--- config.mk ---
export PLATFORM = sky130hd
export DESIGN_NAME = cfg_timeout_tracker
export DESIGN_NICKNAME = d
export VERILOG_FILES = /design/src/rtl/cfg_to_pkg.sv /design/src/rtl/cfg_to_fifo.sv /design/src/rtl/cfg_timeout_tracker.sv
export SDC_FILE = /design/constraint.sdc
export NUM_CORES = 1
export LEC_CHECK = 0
export CAP_MARGIN = 20
export CORE_UTILIZATION = 45
export DETAILED_ROUTE_END_ITERATION = 6
export PLACE_DENSITY = 0.73
export SETUP_SLACK_MARGIN = 0.1
export SYNTH_ARGS = -nofsm -noshare
export SYNTH_HDL_FRONTEND = slang
export SYNTH_SLANG_ARGS = --single-unit
export TNS_END_PERCENT = 5
--- constraint.sdc ---
create_clock -name clk_i -period 17.85 [get_ports clk_i]
set_input_delay 3.57 -clock clk_i [delete_from_list [all_inputs] [get_ports clk_i]]
set_output_delay 3.57 -clock clk_i [all_outputs]
set_load 0.02 [all_outputs]
--- src/rtl/cfg_to_pkg.sv ---
`default_nettype none
// +----------------------------------------------------------------------+
// | Module  : cfg_to_pkg                                                 |
// | Brief   : Shared types and constants for the config-request timeout  |
// |           tracker (tracker entry, error response, counter width).    |
// | Revision: 1.0 - initial release                                      |
// +----------------------------------------------------------------------+
package cfg_to_pkg;

  // Entry field widths; the tracker's ADDR_WIDTH / TIMER_WIDTH must match.
  localparam int CFG_TO_ADDR_W = 14;
  localparam int CFG_TO_TS_W   = 32;

  // Width of the saturating statistics counters.
  localparam int CFG_TO_CNT_W  = 16;

  // Avalon response code used on synthesized completions (SLVERR).
  localparam logic [1:0] CFG_TO_ERR_RESP = 2'b10;

  // One tracked non-posted request, in issue order.
  typedef struct packed {
    logic                     is_write;
    logic [CFG_TO_ADDR_W-1:0] addr;
    logic [CFG_TO_TS_W-1:0]   ts;
  } cfg_to_entry_t;

  // Saturating increment for the statistics counters.
  function automatic logic [CFG_TO_CNT_W-1:0] cfg_to_sat_inc(
    input logic [CFG_TO_CNT_W-1:0] v
  );
    return (v == '1) ? v : v + 16'd1;
  endfunction

endpackage
`default_nettype wire

--- src/rtl/cfg_to_fifo.sv ---
`default_nettype none
// +----------------------------------------------------------------------+
// | Module  : cfg_to_fifo                                                |
// | Brief   : Circular buffer of outstanding config requests. Head is    |
// |           the oldest request; push/pop in one cycle are both taken.  |
// | Revision: 1.0 - initial release                                      |
// +----------------------------------------------------------------------+
module cfg_to_fifo
  import cfg_to_pkg::*;
#(
  parameter int DEPTH = 4
) (
  input  logic                       clk_i,
  input  logic                       rstn_i,
  input  logic                       push_i,
  input  cfg_to_entry_t              entry_i,
  input  logic                       pop_i,
  output cfg_to_entry_t              head_o,
  output logic [$clog2(DEPTH):0]     count_o,
  output logic                       full_o,
  output logic                       empty_o
);

  localparam int PW = $clog2(DEPTH);

  cfg_to_entry_t mem_q [DEPTH];
  cfg_to_entry_t mem_d [DEPTH];
  logic [PW-1:0] wr_ptr_q, wr_ptr_d;
  logic [PW-1:0] rd_ptr_q, rd_ptr_d;
  logic [PW:0]   count_q,  count_d;
  logic          w_push, w_pop;

  // Self-protect against overflow/underflow even though the caller gates them.
  assign w_push  = push_i & ~full_o;
  assign w_pop   = pop_i  & ~empty_o;
  assign full_o  = (count_q == (PW+1)'(DEPTH));
  assign empty_o = (count_q == '0);
  assign count_o = count_q;
  assign head_o  = mem_q[rd_ptr_q];

  // Next-state for storage, pointers and occupancy (pointers wrap: DEPTH is 2^n).
  always_comb begin
    mem_d    = mem_q;
    wr_ptr_d = wr_ptr_q;
    rd_ptr_d = rd_ptr_q;
    count_d  = count_q;
    if (w_push) begin
      mem_d[wr_ptr_q] = entry_i;
      wr_ptr_d        = wr_ptr_q + 1'b1;
    end
    if (w_pop) begin
      rd_ptr_d = rd_ptr_q + 1'b1;
    end
    case ({w_push, w_pop})
      2'b10:   count_d = count_q + 1'b1;
      2'b01:   count_d = count_q - 1'b1;
      default: count_d = count_q;
    endcase
  end

  // State registers, cleared asynchronously.
  always_ff @(posedge clk_i or negedge rstn_i) begin
    if (!rstn_i) begin
      wr_ptr_q <= '0;
      rd_ptr_q <= '0;
      count_q  <= '0;
      for (int i = 0; i < DEPTH; i++) begin
        mem_q[i] <= '0;
      end
    end else begin
      wr_ptr_q <= wr_ptr_d;
      rd_ptr_q <= rd_ptr_d;
      count_q  <= count_d;
      mem_q    <= mem_d;
    end
  end

endmodule
`default_nettype wire

--- src/rtl/cfg_timeout_tracker.sv ---
`default_nettype none
// +----------------------------------------------------------------------+
// | Module  : cfg_timeout_tracker                                        |
// | Brief   : Snoops the PCIe root-port cs port, ages the oldest pending |
// |           non-posted request, synthesizes an error completion on     |
// |           expiry and swallows the orphaned late responses.           |
// | Revision: 1.0 - initial release                                      |
// +----------------------------------------------------------------------+
module cfg_timeout_tracker
  import cfg_to_pkg::*;
#(
  parameter int                     ADDR_WIDTH      = CFG_TO_ADDR_W,
  parameter int                     DATA_WIDTH      = 32,
  parameter int                     RESP_WIDTH      = 2,
  parameter int                     MAX_OUTSTANDING = 4,
  parameter int                     TIMER_WIDTH     = CFG_TO_TS_W,
  parameter int                     LOCAL_ADDR_BIT  = 13,
  parameter logic [RESP_WIDTH-1:0]  ERR_RESP        = RESP_WIDTH'(CFG_TO_ERR_RESP),
  parameter logic [DATA_WIDTH-1:0]  TO_RDATA        = '1,
  // Reset value of the free-running timestamp.
  parameter logic [TIMER_WIDTH-1:0] TS_INIT         = '0
) (
  input  logic                                 clk_i,
  input  logic                                 rstn_i,
  input  logic                                 cs_snoop_read_i,
  input  logic                                 cs_snoop_write_i,
  input  logic                                 cs_snoop_waitrequest_i,
  input  logic [ADDR_WIDTH-1:0]                cs_snoop_address_i,
  input  logic                                 cs_snoop_readdatavalid_i,
  input  logic                                 cs_snoop_writerespvalid_i,
  output logic                                 cs_hold_o,
  output logic                                 cs_drop_o,
  output logic                                 cs_to_readdatavalid_o,
  output logic                                 cs_to_writerespvalid_o,
  output logic [DATA_WIDTH-1:0]                cs_to_readdata_o,
  output logic [RESP_WIDTH-1:0]                cs_to_resp_o,
  output logic                                 mux_sel,
  input  logic [TIMER_WIDTH-1:0]               timeout_val_i,
  input  logic                                 enable_i,
  input  logic                                 stat_clear_i,
  output logic [CFG_TO_CNT_W-1:0]              timeout_count_o,
  output logic [CFG_TO_CNT_W-1:0]              orphan_count_o,
  output logic [ADDR_WIDTH-1:0]                last_to_addr_o,
  output logic                                 last_to_write_o,
  output logic                                 timeout_irq_o,
  output logic [$clog2(MAX_OUTSTANDING):0]     outstanding_o
);

  localparam int              OW         = $clog2(MAX_OUTSTANDING) + 1;
  localparam logic [OW-1:0]   ORPHAN_MAX = OW'(MAX_OUTSTANDING);

  cfg_to_entry_t             w_entry, w_head;
  logic [OW-1:0]             w_count;
  logic                      w_full, w_empty;
  logic                      w_accept, w_rsp, w_orphan_rsp, w_expire, w_pop;
  logic [TIMER_WIDTH-1:0]    w_age;

  logic [TIMER_WIDTH-1:0]    ts_q, ts_d;
  logic [OW-1:0]             orphan_q, orphan_d;
  logic                      to_rdv_q, to_rdv_d;
  logic                      to_wrv_q, to_wrv_d;
  logic [CFG_TO_CNT_W-1:0]   to_cnt_q, to_cnt_d;
  logic [CFG_TO_CNT_W-1:0]   orph_cnt_q, orph_cnt_d;
  logic [ADDR_WIDTH-1:0]     last_addr_q, last_addr_d;
  logic                      last_wr_q, last_wr_d;
  logic                      irq_q, irq_d;

  // A request is tracked once the bridge takes it, unless it is bridge-local.
  assign w_accept = (cs_snoop_read_i | cs_snoop_write_i) & ~cs_snoop_waitrequest_i
                  & ~cs_snoop_address_i[LOCAL_ADDR_BIT] & ~cs_hold_o;

  // Real responses either retire the head or are swallowed as orphans.
  assign w_rsp        = cs_snoop_readdatavalid_i | cs_snoop_writerespvalid_i;
  assign w_orphan_rsp = w_rsp & (orphan_q != '0);

  // Modular subtraction keeps the age correct across timestamp wrap.
  assign w_age    = ts_q - TIMER_WIDTH'(w_head.ts);
  assign w_expire = ~w_empty & enable_i & (timeout_val_i != '0)
                  & (w_age >= timeout_val_i) & ~w_rsp;
  assign w_pop    = (w_rsp & ~w_orphan_rsp & ~w_empty) | w_expire;

  // Build the entry pushed on accept.
  always_comb begin
    w_entry          = '0;
    w_entry.is_write = cs_snoop_write_i;
    w_entry.addr     = CFG_TO_ADDR_W'(cs_snoop_address_i);
    w_entry.ts       = CFG_TO_TS_W'(ts_q);
  end

  cfg_to_fifo #(
    .DEPTH   (MAX_OUTSTANDING)
  ) u_fifo (
    .clk_i   (clk_i),
    .rstn_i  (rstn_i),
    .push_i  (w_accept),
    .entry_i (w_entry),
    .pop_i   (w_pop),
    .head_o  (w_head),
    .count_o (w_count),
    .full_o  (w_full),
    .empty_o (w_empty)
  );

  // Next-state: timestamp, orphan credit, synthesized completion and stats.
  always_comb begin
    ts_d        = ts_q + 1'b1;
    orphan_d    = orphan_q;
    to_rdv_d    = w_expire & ~w_head.is_write;
    to_wrv_d    = w_expire &  w_head.is_write;
    to_cnt_d    = stat_clear_i ? '0 : to_cnt_q;
    orph_cnt_d  = stat_clear_i ? '0 : orph_cnt_q;
    last_addr_d = stat_clear_i ? '0 : last_addr_q;
    last_wr_d   = stat_clear_i ? 1'b0 : last_wr_q;
    irq_d       = stat_clear_i ? 1'b0 : irq_q;

    if (w_orphan_rsp) begin
      orphan_d   = orphan_q - 1'b1;
      orph_cnt_d = cfg_to_sat_inc(orph_cnt_d);
    end

    // Expiry is applied after the clear so a coincident timeout is kept.
    if (w_expire) begin
      if (orphan_q != ORPHAN_MAX) begin
        orphan_d = orphan_q + 1'b1;
      end
      to_cnt_d    = cfg_to_sat_inc(to_cnt_d);
      last_addr_d = ADDR_WIDTH'(w_head.addr);
      last_wr_d   = w_head.is_write;
      irq_d       = 1'b1;
    end
  end

  // State registers, cleared asynchronously; reset never emits a completion.
  always_ff @(posedge clk_i or negedge rstn_i) begin
    if (!rstn_i) begin
      ts_q        <= TS_INIT;
      orphan_q    <= '0;
      to_rdv_q    <= 1'b0;
      to_wrv_q    <= 1'b0;
      to_cnt_q    <= '0;
      orph_cnt_q  <= '0;
      last_addr_q <= '0;
      last_wr_q   <= 1'b0;
      irq_q       <= 1'b0;
    end else begin
      ts_q        <= ts_d;
      orphan_q    <= orphan_d;
      to_rdv_q    <= to_rdv_d;
      to_wrv_q    <= to_wrv_d;
      to_cnt_q    <= to_cnt_d;
      orph_cnt_q  <= orph_cnt_d;
      last_addr_q <= last_addr_d;
      last_wr_q   <= last_wr_d;
      irq_q       <= irq_d;
    end
  end

  assign cs_hold_o              = w_full;
  assign cs_drop_o              = w_orphan_rsp;
  assign cs_to_readdatavalid_o  = to_rdv_q;
  assign cs_to_writerespvalid_o = to_wrv_q;
  assign mux_sel                = to_rdv_q | to_wrv_q;
  assign cs_to_readdata_o       = to_rdv_q ? TO_RDATA : '0;
  assign cs_to_resp_o           = (to_rdv_q | to_wrv_q) ? ERR_RESP : '0;
  assign timeout_count_o        = to_cnt_q;
  assign orphan_count_o         = orph_cnt_q;
  assign last_to_addr_o         = last_addr_q;
  assign last_to_write_o        = last_wr_q;
  assign timeout_irq_o          = irq_q;
  assign outstanding_o          = w_count;

endmodule
`default_nettype wire

==> impl_metrics.toml, run 1 <==
[run_status]
status = "finished clean"

[cells_and_area]
drive_gt1_share_pct = 22.3
diodes = 0
final_cell_area_um2 = 17700
fin_nets = 1501
area_growth_pct = 17.5

[synthesis]
avgSynthCellArea_um2 = 11.9
yosysTopAreaCell = "dfrtp_1"
syn_area_um2 = 15100
synth_top_family_by_area = "multiplexers"
synthAdderAreaFrac_pct = 6.48
synth.distinct_cells = 64
synth_top_cells_by_area = "dfrtp_1 (46%), mux2_2 (13%), mux4_2 (7.0%)"
synth-async-reset-ratio_pct = 100
ys.flop_type = "dfrtp_1"
synth.net_count = 1404
synth_edf_count = 0
ys_ff_latch = 280
ys_seq_area_share_pct = 46.4
synthSimpleGateAreaFrac_pct = 9.36
synth_compound_area_share_pct = 6.73
post_synth_xor_area_fraction_pct = 5.05
yosysWarnings = 0
muxShareOfSynthArea_pct = 20.6
synth_cells = 1272
synth_top_cell_area_share_pct = 46.4

[timing]
timing.final.crit_period_ns = 8.61
finalSetupTns_ns = 0
finalClockSkew_ns = 0.0134
slew_viol_final = 0
tightest_slew_ns = 0.932
max_slew_margin_pct = 37.9
finalHoldViolations = 0
max_freq_mhz = 116
post-route-period-util_pct = 48.3
rsz0062_at_grt = "no"
setup_viol = 0

[global_route]
grt_pass1_vias = 10300
antenna_found_initial = 0
grt-ovfl-total = 0
grt_max_degree = 173
grt_usage_pct = 19.4
grt_pass1_wl_mm = 53.3

[clocking]
cts_tree = "built"
clockBufferDepth = 3
clock-sinks = 280
numCtsBuffers = 30
clk_latency_ns = 0.54
root_buffer = "clkbuf_16"
htree_levels = 1
post_cts_resized = 0
clk_pin_slew_ns = 0.06
cts_hold_buf = 0
cts_setup_buffers = 0

[critical_path]
cp-start-kind = "input port"
crit_buf_inv = 2
path_cells = "clkdlybuf4s50_1 > nor2_1 > nor2_1 > clkdlybuf4s50_1"
cp-end-kind = "output pin"
criticalPathCategory = "in -> out"
cp.required_ns = 14.28
worstPathMaxFanout = 4
arrival_ns = 5.04
path_delay_family = "buffers and inverters"
crit_slowest_cell = "clkdlybuf4s50_1"
cpPeakStageDelay_ns = 0.56

[pwr]
cellPowerDensity_nw_per_um2 = 143
clkPwrFrac_pct = 25.8
p_seq_share_pct = 32.8
p_int_uw = 1670
switching_power_uw = 873
comb_power_share_pct = 41.4
design_power_total_uw = 2540
power_leakage_uw = 0.00829
swShare_pct = 34.4
ir_drop_mv = 0.0988

[placed_design]
place_congestion = 0.848
hpwl_mm = 21.3
placedInstanceArea_um2 = 16700
portBuffers = 143

[floorplanning]
die-area_um2 = 34300
core_area_um2 = 32800
io_pins = 145
die_w_um = 185
std_cell_rows = 66
die_h_um = 185
start_util_pct = 46.1

[routing]
drc = 0
vias_per_cell = 5.46
postRouteAntennaNets = 0
first_iter_violations = 538
vias = 10000
routed_wl_mm = 32.4
wire_per_inst_um = 17.7
detail_route.first_pass.iterations = 4

[min_path]
hold_class = "reg -> reg"

[job]
maxCapViolations = 0
path summary, 6_finish.rpt:
path                            slack, ns  cells past startpoint                        endpoint                           start
worst max-delay path                 9.24                      4                       cs_drop_o       cs_snoop_writerespvalid_i
worst min-delay path                 0.48                      2   u_fifo.mem_q[171]$_DFFE_PN0P_   u_fifo.mem_q[171]$_DFFE_PN0P_
worst max register to register      10.34                     26   u_fifo.count_o[1]$_DFFE_PN0P_  u_fifo.rd_ptr_q[0]$_DFFE_PN0P_
worst min register to register       0.48                      2   u_fifo.mem_q[171]$_DFFE_PN0P_   u_fifo.mem_q[171]$_DFFE_PN0P_
max in group asynchronous           13.25                      2  u_fifo.rd_ptr_q[0]$_DFFE_PN0P_                          rstn_i
min in group asynchronous            3.10                      1    u_fifo.mem_q[56]$_DFFE_PN0P_                          rstn_i
tightest hold or removal path: stages (launching register included):
cell and delay, ns:
dfrtp_1 0.34, nand2_1 0.04, o21ai_0 0.06
flip-flops by register name, summed over array words and instances, names as in the netlist:
| signal | flops |
|---|---|
| u_fifo.mem_q | 188 |
| ts_q | 32 |
| orphan_count_o | 16 |
| timeout_count_o | 16 |
| last_to_addr_o | 14 |
| orphan_q | 3 |
| u_fifo.count_o | 3 |
| u_fifo.rd_ptr_q | 2 |
| u_fifo.wr_ptr_q | 2 |
| cs_to_readdatavalid_o | 1 |
| cs_to_writerespvalid_o | 1 |
| last_to_write_o | 1 |
| timeout_irq_o | 1 |
routing by layer:
metal	vias to the layer above	track usage, %	routed length, um
met5	-	0	0
met4	0	4.79	757
met3	43	2.46	1340
met2	218	33.2	15800
met1	5057	26.2	14500
li1	4700	-	-
cell usage after synthesis (29+ instances only):
cell type  count
dfrtp_1      280
o21ai_0       32
inv_1         88
mux2_2       174
and3_1        33
ha_1          75
nand2_1       65
nand3_1       37
buf_4         36
nor2_1        43
a21oi_1       44
xor2_1        29
mux4_2        47
xnor2_1       58
through the flow:
step	hold WS (ns)	cells	utilization [%]	setup slack, ns
6_report	0.476	1834	54.1	9.24
5_1_grt	0.505	1834	54.1	9.16
4_1_cts	0.482	1834	54.1	9.23
3_5_place_dp	0.469	1779	51.0	9.24
3_3_place_gp	0.458	1779	51.0	9.28
2_1_floorplan	0.445	1272	-	10.31
layout by cell type (no fill, tap or decap), drive strengths merged, types with 3 or more instances in the layout:
master and instances:
nand3 37, a31o 16, o21bai 4, nor2 44
mux4 47, o31a 3, clkbuf 44, xor2 29
and3 33, buf 7, o2111ai 4, xnor2 58
nor3 10, bufinv 5, clkdlybuf4s50 142, inv 91
o21a 3, and2 5, or3 4, o21ai 35
nand2 67, nor4 17, mux2 181, o211ai 5
dfrtp 280, nand4 22, clkinv 5, or2 6
nor2b 16, a21oi 44, ha 75, a21o 25
power by group through the flow:
stage               Combinational [uW]  Sequential, uW  Clock, uW
floorplan                          789             817          0
global placement                  1020             839          0
detailed placement                1050             846          0
CTS                               1060             836        666
global route                      1160             853        690
finish                            1050             834        654
cell type report:
| class | instances | area (um^2) |
|---|---|---|
| fill | 2744 | 15000 |
| timing repair buffer | 149 | 1490 |
| tap | 442 | 553 |
| clock buffer | 44 | 855 |
| sequential | 280 | 7010 |
| clock inverter | 11 | 184 |
| inverter | 90 | 338 |
| multi-input combinational | 818 | 7310 |
logic make-up (layout without fill, tap and decap cells):
| logic type | after synthesis | after routing |
|---|---|---|
| adders and majority gates | 77 | 77 |
| and+or+nand+nor | 271 | 271 |
| DFF | 280 | 280 |
| other | 1 | 1 |
| buffers and inverters | 174 | 294 |
| AOI/OAI and AO/OA | 153 | 153 |
| muxes | 229 | 229 |
| xor gates and xnor gates | 87 | 87 |
Note: power is estimated with default switching activity, not from simulation.
==> run 2, diff against run 1 <==
==> constraint.sdc (replaced) <==
create_clock -name clk_i -period 8.3 [get_ports clk_i]
set_input_delay 1.66 -clock clk_i [delete_from_list [all_inputs] [get_ports clk_i]]
set_output_delay 1.66 -clock clk_i [all_outputs]
set_load 0.02 [all_outputs]
==> impl_metrics.toml, run 2 (synthesized netlist as in run 1, its figures left out) <==
[timing]
setup_viol = 0
finalHoldViolations = 0
timing.final.crit_period_ns = 6.44
finalClockSkew_ns = 0.0122
slew_viol_final = 0
finalSetupTns_ns = 0
max_freq_mhz = 155
max_slew_margin_pct = 37.2
tightest_slew_ns = 0.942
rsz0062_at_grt = "no"
post-route-period-util_pct = 77.6

[global_route]
antenna_found_initial = 0
grt_usage_pct = 19.6
grt_pass1_vias = 10200
grt-ovfl-total = 0
grt_pass1_wl_mm = 53.6
grt_max_degree = 95

[clocking]
htree_levels = 1
cts_hold_buf = 0
clock-sinks = 280
post_cts_resized = 0
clockBufferDepth = 3
clk_pin_slew_ns = 0.06
cts_setup_buffers = 0
cts_tree = "built"
clk_latency_ns = 0.56
root_buffer = "clkbuf_16"
numCtsBuffers = 28

[critical_path]
criticalPathCategory = "reg -> reg"
crit_start = "u_fifo.rd_ptr_q[0]$_DFFE_PN0P_"
critPathCapture = "u_fifo.count_o[1]$_DFFE_PN0P_"
cp-start-kind = "flop"
cp.required_ns = 8.77
rr_endpoint = "u_fifo.count_o[1]$_DFFE_PN0P_"
arrival_ns = 6.91
cp-end-kind = "flop"
worst-r2r-setup-slack_ns = 1.86
worstPathMaxFanout = 42
r2r_start = "u_fifo.rd_ptr_q[0]$_DFFE_PN0P_"
rr_worst_depth = 25

[cells_and_area]
largest_reg_flops = 188
drive_gt1_share_pct = 22.9
fin_nets = 1504
reg_top3 = "u_fifo.mem_q x188, ts_q x32"
area_growth_pct = 17.1
top_register = "u_fifo.mem_q"
diodes = 0
mostFrequentLayoutCell = "dfrtp_1"
final_cell_mix = "dfrtp_1 (278), mux2_2 (174), clkdlybuf4s50_1 (142)"
final_util_pct = 53.9
final_cell_count_no_fill = 1836

[placed_design]
hpwl_mm = 21.9
portBuffers = 143
placed_cells = 1784
place_congestion = 0.845

[job]
maxCapViolations = 0

[pwr]
power_leakage_uw = 0.00826
ir_drop_mv = 0.191
cellPowerDensity_nw_per_um2 = 302

[routing]
postRouteAntennaNets = 0
detail_route.first_pass.iterations = 5
topRoutingLayerUsed = "met4"
dr_wl_met3_mm = 1.39
wl_met1_mm = 14.8
wire_per_inst_um = 17.8
routed_wl_mm = 32.7
vias = 10100
first_iter_violations = 504
wl_met2_mm = 16.0
vias_per_cell = 5.49
drc = 0

[min_path]
hold_class = "reg -> reg"

[floorplanning]
start_util_pct = 46.1
core_area_um2 = 32800
die-area_um2 = 34300
die_h_um = 185
die_w_um = 185
std_cell_rows = 66
io_pins = 145

[run_status]
status = "finished clean"
-- run 2: cell count changes in the layout (fill, tap and decap cells not counted), sizes merged --
| cell | previous run | this run |
|---|---|---|
| clkinv | 5 | 12 |
| clkbuf | 44 | 38 |
| buf | 7 | 12 |
| bufinv | 5 | 2 |
| inv | 91 | 90 |
-- run 2: power by group --
part / internal (uW) / leakage (uW) / total [uW] / switching (uW)
registers: 1610 / 0.00373 / 1830 / 223
logic: 1120 / 0.00406 / 2230 / 1110
clock network: 739 / 0.000476 / 1280 / 542
total: 3460 / 0.00826 / 5340 / 1880
-- run 2: worst min-delay path by stage --
stage,from,to,slack (ns),cells past startpoint
5_1_grt,u_fifo.mem_q[186]$_DFFE_PN0P_,u_fifo.mem_q[186]$_DFFE_PN0P_,0.50,1
3_5_place_dp,u_fifo.mem_q[62]$_DFFE_PN0P_,u_fifo.mem_q[62]$_DFFE_PN0P_,0.47,2
3_3_place_gp,u_fifo.mem_q[30]$_DFFE_PN0P_,u_fifo.mem_q[30]$_DFFE_PN0P_,0.46,2
2_1_floorplan,u_fifo.mem_q[47]$_DFFE_PN0P_,u_fifo.mem_q[47]$_DFFE_PN0P_,0.44,2
6_report,u_fifo.mem_q[62]$_DFFE_PN0P_,u_fifo.mem_q[62]$_DFFE_PN0P_,0.48,2
4_1_cts,u_fifo.mem_q[62]$_DFFE_PN0P_,u_fifo.mem_q[62]$_DFFE_PN0P_,0.48,2
-- run 2: critical path: stages, from the launching register on --
cell	delay [ns]
dfrtp_4	1.01
mux4_2	0.37
ha_1	0.13
inv_1	0.06
fa_1	0.43
a211oi_1	0.30
o2111ai_1	0.23
a21oi_1	0.39
o211ai_1	0.18
nand2_1	0.15
o2111ai_1	0.13
a21oi_1	0.23
o21ai_1	0.11
xor2_1	0.19
ha_1	0.29
a21o_1	0.16
a21oi_1	0.20
and4b_1	0.21
o21ai_0	0.09
a31o_2	0.37
nand2_2	0.11
nand2_1	0.08
ha_1	0.23
inv_1	0.07
fa_1	0.39
o21ai_0	0.17
-- run 2: layout make-up --
type | count | area [um^2]
flip-flops and latches | 280 | 7010
clock buffers | 38 | 798
inverters | 90 | 338
repair buffers | 154 | 1520
multi-input cells | 818 | 7300
clock inverters | 14 | 149
well taps | 442 | 553
fillers | 2791 | 15100
-- run 2: metal layers --
| layer | GRT usage [%] | vias to the layer above |
|---|---|---|
| met4 | 4.23 | 0 |
| met2 | 33.5 | 229 |
| met3 | 2.06 | 33 |
| met1 | 26.8 | 5120 |
| met5 | 0 | - |
| li1 | - | 4702 |
-- run 2: through the flow --
stage,setup slack [ns],total power (uW),area [um^2],hold WS (ns)
CTS,1.81,5380,17700,0.484
floorplan,2.17,3450,15100,0.445
global route,1.23,5690,17700,0.501
finish,1.86,5340,17700,0.478
global placement,1.99,4010,16700,0.460
detailed placement,1.85,4080,16700,0.470
==> run 3, diff against run 2 <==
--- a/config.mk
+++ b/config.mk
@@ -8,7 +8,7 @@
 export CAP_MARGIN = 20
 export CORE_UTILIZATION = 45
 export DETAILED_ROUTE_END_ITERATION = 6
-export PLACE_DENSITY = 0.73
+export PLACE_DENSITY = 0.76
 export SETUP_SLACK_MARGIN = 0.1
 export SYNTH_ARGS = -nofsm -noshare
 export SYNTH_HDL_FRONTEND = slang
==> constraint.sdc (replaced) <==
create_clock -name clk_i -period 5.2 [get_ports clk_i]
set_input_delay 1.04 -clock clk_i [delete_from_list [all_inputs] [get_ports clk_i]]
set_output_delay 1.04 -clock clk_i [all_outputs]
set_load 0.02 [all_outputs]
==> impl_metrics.toml, run 3 (synthesized netlist as in run 1, its figures left out) <==
[run_status]
status = "finished, violations left"
violations = "negative setup slack"

[pwr]
p_seq_share_pct = 30.2
ir_drop_mv = 0.388
power_leakage_uw = 0.00865
clkPwrFrac_pct = 23.4
p_int_uw = 6130
cellPowerDensity_nw_per_um2 = 500
swShare_pct = 34.1
switching_power_uw = 3180
comb_power_share_pct = 46.4
design_power_total_uw = 9300

[routing]
vias_per_cell = 5.49
vias = 10500
drc = 0
routed_wl_mm = 34.9
wire_per_inst_um = 18.3
postRouteAntennaNets = 0
detail_route.first_pass.iterations = 5
first_iter_violations = 581

[cells_and_area]
mostFrequentLayoutCell = "dfrtp_1"
fillCellCount = 2625
area_growth_pct = 23.3
final_cell_mix = "dfrtp_1 (278), mux2_2 (174), clkdlybuf4s50_1 (142)"
fin_nets = 1575
diodes = 0
drive_gt1_share_pct = 29.4
top_register = "u_fifo.mem_q"
largest_reg_flops = 188
reg_top3 = "u_fifo.mem_q x188, ts_q x32"

[clocking]
htree_levels = 1
clock-sinks = 280
numCtsBuffers = 30
clk_pin_slew_ns = 0.06
cts_hold_buf = 0
root_buffer = "clkbuf_16"
clk_latency_ns = 0.56
clockBufferDepth = 3
cts_tree = "built"

[critical_path]
worstPathMaxFanout = 26
crit_slowest_cell = "mux4_2"
cp-start-kind = "flop"
rr_worst_depth = 24
crit_buf_inv = 4
rr_endpoint = "timeout_count_o[2]$_DFF_PN0_"
cp-end-kind = "flop"
cpPeakStageDelay_ns = 0.51
cp.required_ns = 5.64
arrival_ns = 5.82
criticalPathCategory = "reg -> reg"
path_delay_family = "compound AO/OA/AOI/OAI gates"
r2r_start = "u_fifo.rd_ptr_q[0]$_DFFE_PN0P_"
path_cells = "buf_12 > mux4_2 > inv_2 > ha_4 > a21oi_2 > o211ai_1 > o211a_1 > o31a_1 > o31a_1 > a21o_1 > a21oi_2 > xnor2_1 > ha_1 > a21o_1 > a21o_1 > a21oi_2 > and4b_1 > o21ai_1 > a31o_2 > nand2_2 > buf_4 > buf_4 > nor3b_1 > xnor2_1"
crit_start = "u_fifo.rd_ptr_q[0]$_DFFE_PN0P_"
worst-r2r-setup-slack_ns = -0.18

[floorplanning]
core_area_um2 = 32800
die-area_um2 = 34300
std_cell_rows = 66
die_w_um = 185
io_pins = 145
start_util_pct = 46.1
die_h_um = 185

[timing]
tightest_slew_ns = 0.854
post-route-period-util_pct = 103
finalClockSkew_ns = 0.0119
max_freq_mhz = 186
timing.final.crit_period_ns = 5.38
slew_viol_final = 0
max_slew_margin_pct = 42.9
layout_setup_ws_ns = -0.180
rsz0062_at_grt = "yes"
finalHoldViolations = 0
setup_viol = 23

[global_route]
grt_max_degree = 107
grt_usage_pct = 21.0
antenna_found_initial = 0
grt_pass1_vias = 11000
grt-ovfl-total = 0
grt_pass1_wl_mm = 57.2

[min_path]
hold_path_end = "u_fifo.mem_q[92]$_DFFE_PN0P_"
hold_class = "reg -> reg"
hold_depth = 1
hold_start = "u_fifo.mem_q[92]$_DFFE_PN0P_"

[placed_design]
hpwl_mm = 24.3
portBuffers = 143
place_congestion = 0.893
pre_cts_slack_ns = -0.198

[job]
maxCapViolations = 0
run 3: cell count changes in the layout (fill, tap and decap cells not counted), sizes merged:
| cell | previous run | this run |
|---|---|---|
| bufbuf | 0 | 1 |
| buf | 12 | 79 |
| clkinvlp | 0 | 3 |
| clkbuf | 38 | 44 |
| bufinv | 2 | 3 |
| clkinv | 12 | 7 |
run 3: power groups by stage:
stage | combinational (uW) | clock (uW) | sequential [uW]
final | 4320 | 2180 | 2810
after global routing | 4730 | 2310 | 2850
after CTS | 4260 | 2220 | 2800
after detailed placement | 4100 | 0 | 2830
after global placement | 3980 | 0 | 2810
after floorplan | 2870 | 0 | 2810
run 3: timing repair:
item,CTS,global route
buffers inserted,5,1
pin swaps,13,7
endpoints found under the setup margin,38,42
resized for setup,13,9
gates cloned,1,1
run 3: area by class of cell:
cell class	count	area (um^2)	share of cell area, %
clock buffers	43	871	4.68
multi-input cells	818	7530	40.5
flip-flops and latches	280	7010	37.7
inverters	90	338	1.81
clock inverters	13	155	0.833
repair buffers	223	2150	11.6
well taps	442	553	2.97
run 3: per-stage QoR:
stage | hold slack (ns) | cell area [um^2] | cells | setup TNS (ns) | utilization [%]
after CTS | 0.488 | 18500 | 1907 | -0.957 | 56.5
after detailed placement | 0.469 | 17400 | 1845 | -2.54 | 53.0
after global routing | 0.497 | 18600 | 1909 | -12.21 | 56.8
after global placement | 0.457 | 17400 | 1845 | -0.000432 | 53.0
final | 0.482 | 18600 | 1909 | -2.19 | 56.8
after floorplan | 0.445 | 15300 | 1272 | -0.196 | -
run 3: how the worst max path moves through the flow:
stage,cells past startpoint,end,slack (ns)
floorplan,31,u_fifo.count_o[2]$_DFFE_PN0P_,-0.11
global placement,28,u_fifo.count_o[2]$_DFFE_PN0P_,-0.0004
detailed placement,28,u_fifo.count_o[2]$_DFFE_PN0P_,-0.20
CTS,27,u_fifo.count_o[2]$_DFFE_PN0P_,-0.12
global route,29,u_fifo.count_o[2]$_DFFE_PN0P_,-0.48
finish,24,timeout_count_o[2]$_DFF_PN0_,-0.18
run 3: layer usage:
metal / share of wire (%) / vias to the layer above / global-route usage [%]
met5: 0 / - / 0
met4: 2.7 / 0 / 6.58
met3: 3.7 / 67 / 2.85
met2: 50 / 246 / 36.5
met1: 43 / 5335 / 27.1
li1: - / 4840 / -
run 3: worst reg2reg max path: stages (launching register included):
cell and delay [ns]:
dfrtp_4 0.50, buf_12 0.16, mux4_2 0.51, inv_2 0.09, ha_4 0.20, a21oi_2 0.13
o211ai_1 0.16, o211a_1 0.29, o31a_1 0.34, o31a_1 0.28, a21o_1 0.17, a21oi_2 0.15
xnor2_1 0.15, ha_1 0.27, a21o_1 0.16, a21o_1 0.16, a21oi_2 0.14, and4b_1 0.19
o21ai_1 0.06, a31o_2 0.25, nand2_2 0.10, buf_4 0.30, buf_4 0.27, nor3b_1 0.08
xnor2_1 0.16
==> RTL edit (settings of run 3) <==
Make the reset (`rstn_i`) synchronous in 2 clocked blocks. Comments in the files are not updated.
--- a/src/rtl/cfg_to_fifo.sv
+++ b/src/rtl/cfg_to_fifo.sv
@@ -59,7 +59,7 @@
   end
 
   // State registers, cleared asynchronously.
-  always_ff @(posedge clk_i or negedge rstn_i) begin
+  always_ff @(posedge clk_i) begin
     if (!rstn_i) begin
       wr_ptr_q <= '0;
       rd_ptr_q <= '0;
--- a/src/rtl/cfg_timeout_tracker.sv
+++ b/src/rtl/cfg_timeout_tracker.sv
@@ -131,7 +131,7 @@
   end
 
   // State registers, cleared asynchronously; reset never emits a completion.
-  always_ff @(posedge clk_i or negedge rstn_i) begin
+  always_ff @(posedge clk_i) begin
     if (!rstn_i) begin
       ts_q        <= TS_INIT;
       orphan_q    <= '0;
Check against the original RTL: differs if rstn_i is asserted again (counterexample within 4 cycles, from zero or initial values and one cycle with rstn_i low); with rstn_i held inactive, the same outputs for 4 cycles.
==> RTL edit against run 3 <==
  * The run still ends with negative setup slack left
  * Critical path depth up 1
  * Worst setup slack worse by 0.29 ns
  * Synthesized area fell by 3.5%
  * Global-route usage increased by 3.1 points
  * Final area fell by 0.89%
  * Cell count increased by 25%
  * Sequential cell count stayed put
  * Wire length is 18% higher
  * Sequential share of layout area shrank 7.3 points
  * Clock skew increased by 0.017 ns
  * Via count grew 29%
  * Synthesized cell count grew 40%
  * Highest routed layer unchanged
Power is not compared: it rests on default switching activity, and its combinational part moved more than twofold at a synthesized area within 25%.
==> RTL edit: results (changes against run 3) <==
[status]
outcome = finished, violations left
violations = negative setup slack

[min_path]
min_to = u_fifo.mem_q[63]$_SDFFE_PN0P_
min_from = u_fifo.mem_q[63]$_SDFFE_PN0P_
hold_path_depth = 2  ; +1

[grt]
use_met2_pct = 41.8  ; +5.3 points
grt_pass1_vias = 13200  ; +20%
grt_max_degree = 132  ; +23%
grt_usage_pct = 24.1  ; +3.1 points
grt_pass1_wl_um = 65300  ; +14%
gr-usage-met3_pct = 3.57  ; +0.72 points
grt_use_met1_pct = 29.1  ; +2.0 points

[setup_path]
r2r_end = u_fifo.count_o[2]$_SDFFE_PN0P_
reg2reg_from = u_fifo.rd_ptr_q[0]$_SDFFE_PN0P_
ff2ff_path_depth = 25  ; +4.2%
cpLargestDelayFamily = simple AND/OR/NAND/NOR gates
crit_fanout = 8  ; -69%
slowest_delay_ns = 0.50

[route]
wire_per_inst_um = 17.2  ; -5.7%
met1_length_um = 16900  ; +12%
wl_met3_um = 2330  ; +79%
vias = 13500  ; +29%
drtIter0Drc = 1096  ; +89%

[synthesis]
async_flop_share_pct = 0  ; -100 points
seq_area_frac_synth_pct = 38.5  ; -7.9 points
synth.distinct_cells = 66  ; +3.1%
synth_xor_area_share_pct = 3.91  ; -1.1 points
syn_nets = 1918  ; +37%
synth.area.top_cells = dfxtp_1, nand2_1, a21oi_1, mux4_2, ha_1
synthTopCellsByCount = nand2_1, dfxtp_1, a21oi_1
synth_fa_ha_area_share_pct = 6.71  ; +0.23 points
ys.flop_type = dfxtp_1

[timing]
fin_skew_ns = 0.0288  ; +0.0169 ns
setup_tns_ns = -0.819  ; +1.37 ns
setup_viol = 4  ; -83%
slew_headroom_pct = 23.4  ; -19 points
final.setup.worst_slack_ns = -0.471  ; -0.291 ns

[placement]
dpl.cell_count = 2316  ; +26%
post-place-ws_ns = -0.486  ; -0.288 ns
dp_hpwl_um = 27800  ; +14%
placed_cell_area_um2 = 16900  ; -2.7%
gp_congestion = 0.897  ; +0.54%

[clocking]
clock_latency_ns = 0.58  ; +0.02 ns
cts-buffers-inserted = 31  ; +3.3%

[cells_and_area]
final_nets = 2094  ; +33%
layout-drive-gt1-share_pct = 16.1  ; -13 points

[RTL edit: changes by cell type in the layout (fill, tap and decap cells not counted), sizes merged, moves of 10 or more]
cell / before / now
dfrtp: 280 / 0
buf: 79 / 144
dfxtp: 0 / 280
a31oi: 2 / 12
xnor2: 58 / 38
a31o: 16 / 1
mux2: 181 / 0
nor2: 44 / 72
a21oi: 44 / 260
or3: 4 / 19
nand2: 67 / 439
and3: 33 / 22
[RTL edit: final cells by class]
class	instances	area [um^2]
Inverter	91	347
Clock buffer	41	863
Sequential cell	280	5610
Clock inverter	16	195
Timing Repair Buffer	287	2640
Multi-Input combinational cell	1271	8290
Fill cell	2641	13300
Tap cell	402	503
[RTL edit: timing repair]
item	CTS	global route
resized for setup	8	63
hold buffers	0	0
pin swaps	4	16
buffers inserted	2	13
endpoints found under the setup margin	20	42
[RTL edit: report_power, final]
group / switching, mW / internal, mW
clock network: 0.926 / 1.33
logic: 0.595 / 0.568
registers: 0.0590 / 2.19
total: 1.58 / 4.09
